**src/rtl/package_settings.sv**
```systemverilog
// Shared widths and the peak detector state type.
package package_settings;

    localparam int SIZE_FILTER_DATA = 16;
    localparam int SIZE_TIMESTAMP   = 16;
    localparam int SIZE_PEAK_COUNT  = 16;

    typedef enum logic [1:0] {
        IDLE,
        ABOVE,
        HOLDOFF
    } peak_state_t;

endpackage

```
**src/rtl/peak_detector.sv**
```systemverilog
// Threshold-based peak detector for the filter output stream: reports the maximum
// sample of each above-threshold pulse. Define PEAK_DETECTOR_PILEUP_EN to add peak_pileup.
module peak_detector
    import package_settings::*;
#(
    parameter int HOLDOFF_CYCLES = 8,
    parameter int MAX_WIDTH      = 255
) (
    input  logic                               clk,
    input  logic                               reset,
    input  logic signed [SIZE_FILTER_DATA-1:0] input_data,
    input  logic signed [SIZE_FILTER_DATA-1:0] threshold,
    output logic                               peak_valid,
    output logic signed [SIZE_FILTER_DATA-1:0] peak_amplitude,
    output logic        [SIZE_TIMESTAMP-1:0]   peak_time,
    output logic                               peak_overflow,
    output logic        [SIZE_PEAK_COUNT-1:0]  peak_count,
    output logic                               busy
`ifdef PEAK_DETECTOR_PILEUP_EN
    ,
    output logic                               peak_pileup
`endif
);

    localparam int WIDTH_BITS = (MAX_WIDTH < 2) ? 1 : $clog2(MAX_WIDTH + 1);
    localparam int HOLD_BITS  = (HOLDOFF_CYCLES < 2) ? 1 : $clog2(HOLDOFF_CYCLES);

    peak_state_t                        state, state_n;
    logic signed [SIZE_FILTER_DATA-1:0] s;
    logic        [SIZE_TIMESTAMP-1:0]   ts;
    logic signed [SIZE_FILTER_DATA-1:0] thr_q, thr_n;
    logic signed [SIZE_FILTER_DATA-1:0] max_q, max_n;
    logic        [SIZE_TIMESTAMP-1:0]   time_q, time_n;
    logic        [WIDTH_BITS-1:0]       width_q, width_n;
    logic        [HOLD_BITS-1:0]        hold_q, hold_n;
    logic                               report, forced;

    always_comb begin
        // NOTE: every signal written here gets a default first, so no latch is inferred.
        state_n = state;
        thr_n   = thr_q;
        max_n   = max_q;
        time_n  = time_q;
        width_n = width_q;
        hold_n  = hold_q;
        report  = 1'b0;
        forced  = 1'b0;
        unique case (state)
            IDLE: begin
                if (s > threshold) begin
                    state_n = ABOVE;
                    thr_n   = threshold;
                    max_n   = s;
                    time_n  = ts;
                    width_n = WIDTH_BITS'(1);
                end
            end
            ABOVE: begin
                // Compare against the threshold captured at pulse start, not the live port.
                if (s <= thr_q) begin
                    report = 1'b1;
                end else begin
                    if (s > max_q) begin
                        max_n  = s;
                        time_n = ts;
                    end
                    width_n = width_q + 1'b1;
                    if (width_q >= WIDTH_BITS'(MAX_WIDTH - 1)) begin
                        report = 1'b1;
                        forced = 1'b1;
                    end
                end
            end
            HOLDOFF: begin
                if (hold_q == HOLD_BITS'(HOLDOFF_CYCLES - 1)) state_n = IDLE;
                else                                          hold_n  = hold_q + 1'b1;
            end
            default: state_n = IDLE;
        endcase
        if (report) begin
            state_n = (HOLDOFF_CYCLES == 0) ? IDLE : HOLDOFF;
            hold_n  = '0;
        end
    end

`ifdef PEAK_DETECTOR_PILEUP_EN
    logic                               dip_q, dip_n, pile_q, pile_n;
    logic signed [SIZE_FILTER_DATA-1:0] prev_q;

    // A dip below the running max followed by any rise marks a second overlapping pulse.
    always_comb begin
        dip_n  = dip_q;
        pile_n = pile_q;
        if (state == IDLE) begin
            dip_n  = 1'b0;
            pile_n = 1'b0;
        end else if (state == ABOVE && s > thr_q) begin
            if (s < max_q)             dip_n  = 1'b1;
            if (dip_q && s > prev_q)   pile_n = 1'b1;
        end
    end

    always_ff @(posedge clk or negedge reset) begin
        if (!reset) begin
            dip_q       <= 1'b0;
            pile_q      <= 1'b0;
            prev_q      <= '0;
            peak_pileup <= 1'b0;
        end else begin
            dip_q  <= dip_n;
            pile_q <= pile_n;
            prev_q <= s;
            if (report) peak_pileup <= pile_n;
        end
    end
`endif

    always_ff @(posedge clk or negedge reset) begin
        if (!reset) begin
            state          <= IDLE;
            s              <= '0;
            ts             <= '0;
            thr_q          <= '0;
            max_q          <= '0;
            time_q         <= '0;
            width_q        <= '0;
            hold_q         <= '0;
            peak_valid     <= 1'b0;
            peak_amplitude <= '0;
            peak_time      <= '0;
            peak_overflow  <= 1'b0;
            peak_count     <= '0;
        end else begin
            // NOTE: non-blocking assignments keep every register sampling pre-edge values.
            state      <= state_n;
            s          <= input_data;
            ts         <= ts + 1'b1;
            thr_q      <= thr_n;
            max_q      <= max_n;
            time_q     <= time_n;
            width_q    <= width_n;
            hold_q     <= hold_n;
            peak_valid <= report;
            if (report) begin
                peak_amplitude <= max_n;
                peak_time      <= time_n;
                peak_overflow  <= forced;
                if (peak_count != '1) peak_count <= peak_count + 1'b1;
            end
        end
    end

    assign busy = (state != IDLE);

endmodule

```
**config.mk**
```make
export PLATFORM = sky130hd
export DESIGN_NAME = peak_detector
export DESIGN_NICKNAME = d
export VERILOG_FILES = /design/src/rtl/package_settings.sv /design/src/rtl/peak_detector.sv
export SDC_FILE = /design/constraint.sdc
export NUM_CORES = 1
export LEC_CHECK = 0
export CAP_MARGIN = 30
export CELL_PAD_IN_SITES_DETAIL_PLACEMENT = 1
export CELL_PAD_IN_SITES_GLOBAL_PLACEMENT = 1
export CORE_ASPECT_RATIO = 0.9
export CORE_MARGIN = 1.5
export CORE_UTILIZATION = 45
export DETAILED_ROUTE_END_ITERATION = 8
export PLACE_DENSITY_LB_ADDON = 0.1
export SKIP_CTS_REPAIR_TIMING = 1
export SLEW_MARGIN = 25
export SYNTH_ARGS = -nofsm -noshare
export SYNTH_HDL_FRONTEND = slang
export SYNTH_SLANG_ARGS = --single-unit
```
**constraint.sdc**
```tcl
create_clock -name clk -period 3.85 [get_ports clk]
set_input_delay 0.77 -clock clk [delete_from_list [all_inputs] [get_ports clk]]
set_output_delay 0.77 -clock clk [all_outputs]
set_load 0.005 [all_outputs]
```
==> flow_summary.yaml <==
sta:
  tns_ns: 0
  fin_crit_ns: 3.522
  tightest_slew_ns: 0.8230
  finClkSkew_ns: 0.01066
  relSlewSlack: 0.4505
  finalSetupViolCount: 0
  rsz0062_at_grt: "no"
  fmax_ghz: 0.2839
  slew_viol_final: 0
  hold_viol: 0
  period_share: 0.9149
job:
  cap_violations: 0
drt:
  drtAntennaViolNets: 0
  postRouteWirelength_um: 16830
  vias: 4804
  wl_per_cell_um: 18.53
  viasPerCell: 5.291
  drtIter0Drc: 208
  first_pass_iters: 4
  drc: 0
power:
  powerDensity_nw_per_um2: 721.9
  leakagePower_nw: 4.085
  max-vdd-ir-drop_mv: 0.5150
  power_mw: 6.331
cells_and_area:
  fillers: 1565
  n_antenna_cell: 0
  nets: 786
  drive_gt1_frac: 0.1493
  final_util: 0.5877
  area_delta_synth_final_pct: 25.90
synthesis:
  ys_types: 49
  yosys-top-cells-count: "143 x dfrtp_1, 54 x ha_1, 50 x inv_1"
  syn_area_um2: 6967
  synth_flop_cell: "dfrtp_1"
  synth_xor_area_frac: 0.04400
  synthAdderAreaFrac: 0.09698
  synth_top_family_by_area: "simple AND/OR/NAND/NOR gates"
  syn_area_per_cell_um2: 11.65
  synth_top_area_frac: 0.5136
  synthTopCellsByArea: "dfrtp_1 51%, ha_1 9.7%, mux2_2 6.1%, xnor2_1 3.1%, mux2_4 3.0%"
  synth-simple-area-share: 0.1277
  yosysTopAreaCell: "dfrtp_1"
  synth_compound_area_frac: 0.05819
  synthCells: 598
  synth_edf_count: 0
  synthArstFlopShare: 1.000
  synth_seq_cells: 143
  ys_seq_area_frac: 0.5136
  yosysMostFrequentCell: "dfrtp_1"
  yosysWarnings: 0
  syn_nets: 686
  synthMuxAreaShare: 0.1189
floorplanning:
  die-height_um: 121.0
  start_util: 0.4668
  die_x_um: 134.2
  core_area_um2: 14920
  die-area_um2: 16240
  rows: 42
  io_pins: 85
grt:
  antenna_found_initial: 0
  grt_pass1_vias: 5401
  grtUsageTotal: 0.2225
  grt_pass1_wl_um: 27830
  gr-total-overflow: 0
  grt_max_degree: 86
setup_path:
  path_max_fanout: 10
  path_cells: "clkdlybuf4s50_1, inv_1, ha_1, and3_1, a221o_1, a31oi_1, o211ai_1, mux2i_2, a31o_2, buf_12, buf_4, mux2i_1, mux2_2"
  rr_startpoint: "s[15]$_DFF_PN0_"
  cpPeakStageDelay_ns: 0.50
  critical_path_arrival_ns: 3.88
  endpoint_kind: "flip-flop"
  ff2ff_path_depth: 11
  required_ns: 4.20
  rr_endpoint: "peak_amplitude[3]$_DFFE_PN0P_"
  start_kind: "input port"
  regToRegSetupSlack_ns: 0.50
  crit_type: "in -> reg"
  critPathSlowestCell: "clkdlybuf4s50_1"
placement:
  io_buffers: 84
  hpwl_um: 11520
  place.gp.congestion: 0.7834
cts:
  cts_sinks: 143
  clk_pin_slew_worst_paths_ns: 0.06
  cts-root-buf: "clkbuf_16"
  htreeDepth: 4
  clk_latency_ns: 0.42
  cts_buffer_depth: 2
  cts_tree: "done"
  cts_made_buffers: 17
worst_hold_path:
  hold_class: "in -> async"
status:
  outcome: "finished, final reports clean"
worst max-delay path by stage:
stage,startpoint,end,depth (start not counted)
3_3_place_gp,threshold[9],peak_time[13]$_DFFE_PN0P_,12
6_report,threshold[9],peak_amplitude[3]$_DFFE_PN0P_,13
4_1_cts,threshold[9],peak_amplitude[12]$_DFFE_PN0P_,13
2_1_floorplan,threshold[9],peak_time[13]$_DFFE_PN0P_,12
3_5_place_dp,threshold[9],peak_amplitude[15]$_DFFE_PN0P_,13
5_1_grt,threshold[10],peak_amplitude[1]$_DFFE_PN0P_,13
routing by layer:
layer  part of all wire  vias up  global-route usage  routed length [um]
met1               0.46     2459              0.2866                7734
met3              0.034       17             0.04845                 579
met5                  0        -                   0                   0
li1                   -     2256                   -                   -
met4              0.013        0             0.06116                 225
met2               0.49       72              0.3805                8289
worst max-delay path: cells and delay by family:
kind	cells	cell delay [ns]
buffers and inverters	4	0.89
adder cells (fa/ha/maj)	1	0.31
AO/OA/AOI/OAI	4	0.86
AND/OR/NAND/NOR	1	0.23
multiplexers	3	0.81
layout make-up:
cell class | instances | area [um^2] | area share
well taps | 198 | 247.7 | 0.02825
inverters | 51 | 191.4 | 0.02183
flip-flops and latches | 143 | 3578 | 0.4080
multi-input cells | 389 | 3109 | 0.3545
clock buffers | 17 | 425.4 | 0.04850
repair buffers | 96 | 957.2 | 0.1091
clock inverters | 14 | 261.5 | 0.02981
cells by family (layout without fill, tap and decap cells):
kind of cell | after synthesis | after routing
xor+xnor | 35 | 35
mux | 71 | 71
compound gates | 65 | 65
flops | 143 | 143
simple gates | 164 | 164
buf+inv | 66 | 178
fa+ha+maj | 54 | 54
flip-flops by register name (all words and copies together), names as in the netlist, 16 cells and up:
name,flops
max_q,16
peak_amplitude,16
peak_count,16
peak_time,16
s,16
thr_q,16
time_q,16
ts,16
stage by stage:
step                      setup WS (ns)  instance area [um^2]  hold slack, ns  instances
after floorplan                  0.5939                  6967          0.4381        598
after global placement          0.09389                  8084          0.4618        877
after detailed placement        0.04810                  8084          0.4606        877
after CTS                        0.3874                  8771          0.4440        908
after global routing             0.1868                  8771          0.4667        908
final                            0.3277                  8771          0.3921        908
power breakdown:
group | internal, mW | switching (mW) | leakage [nW]
combinational | 1.16 | 1.13 | 1.92
clock | 1.28 | 0.646 | 0.335
sequential | 1.90 | 0.221 | 1.83
total | 4.33 | 2.00 | 4.08
placed cells by master (no fill, tap or decap), types with 3 or more instances in the layout:
cell / count
nand3_1: 9
xnor2_1: 25
clkdlybuf4s50_1: 83
mux2_4: 14
clkinv_2: 3
dfrtp_1: 143
nand2_1: 41
nand2b_1: 20
inv_1: 50
mux2i_1: 18
o21ai_0: 18
a31oi_1: 3
and3_1: 9
a21oi_1: 21
mux2_2: 38
xor2_1: 10
o211ai_1: 5
bufinv_16: 7
and4_1: 3
nand4_1: 23
clkbuf_16: 17
nor2b_1: 20
ha_1: 54
nor2_1: 26
a21o_1: 5
buf_4: 10
nor3_1: 3
No activity file was read; power rests on OpenSTA's default activity.
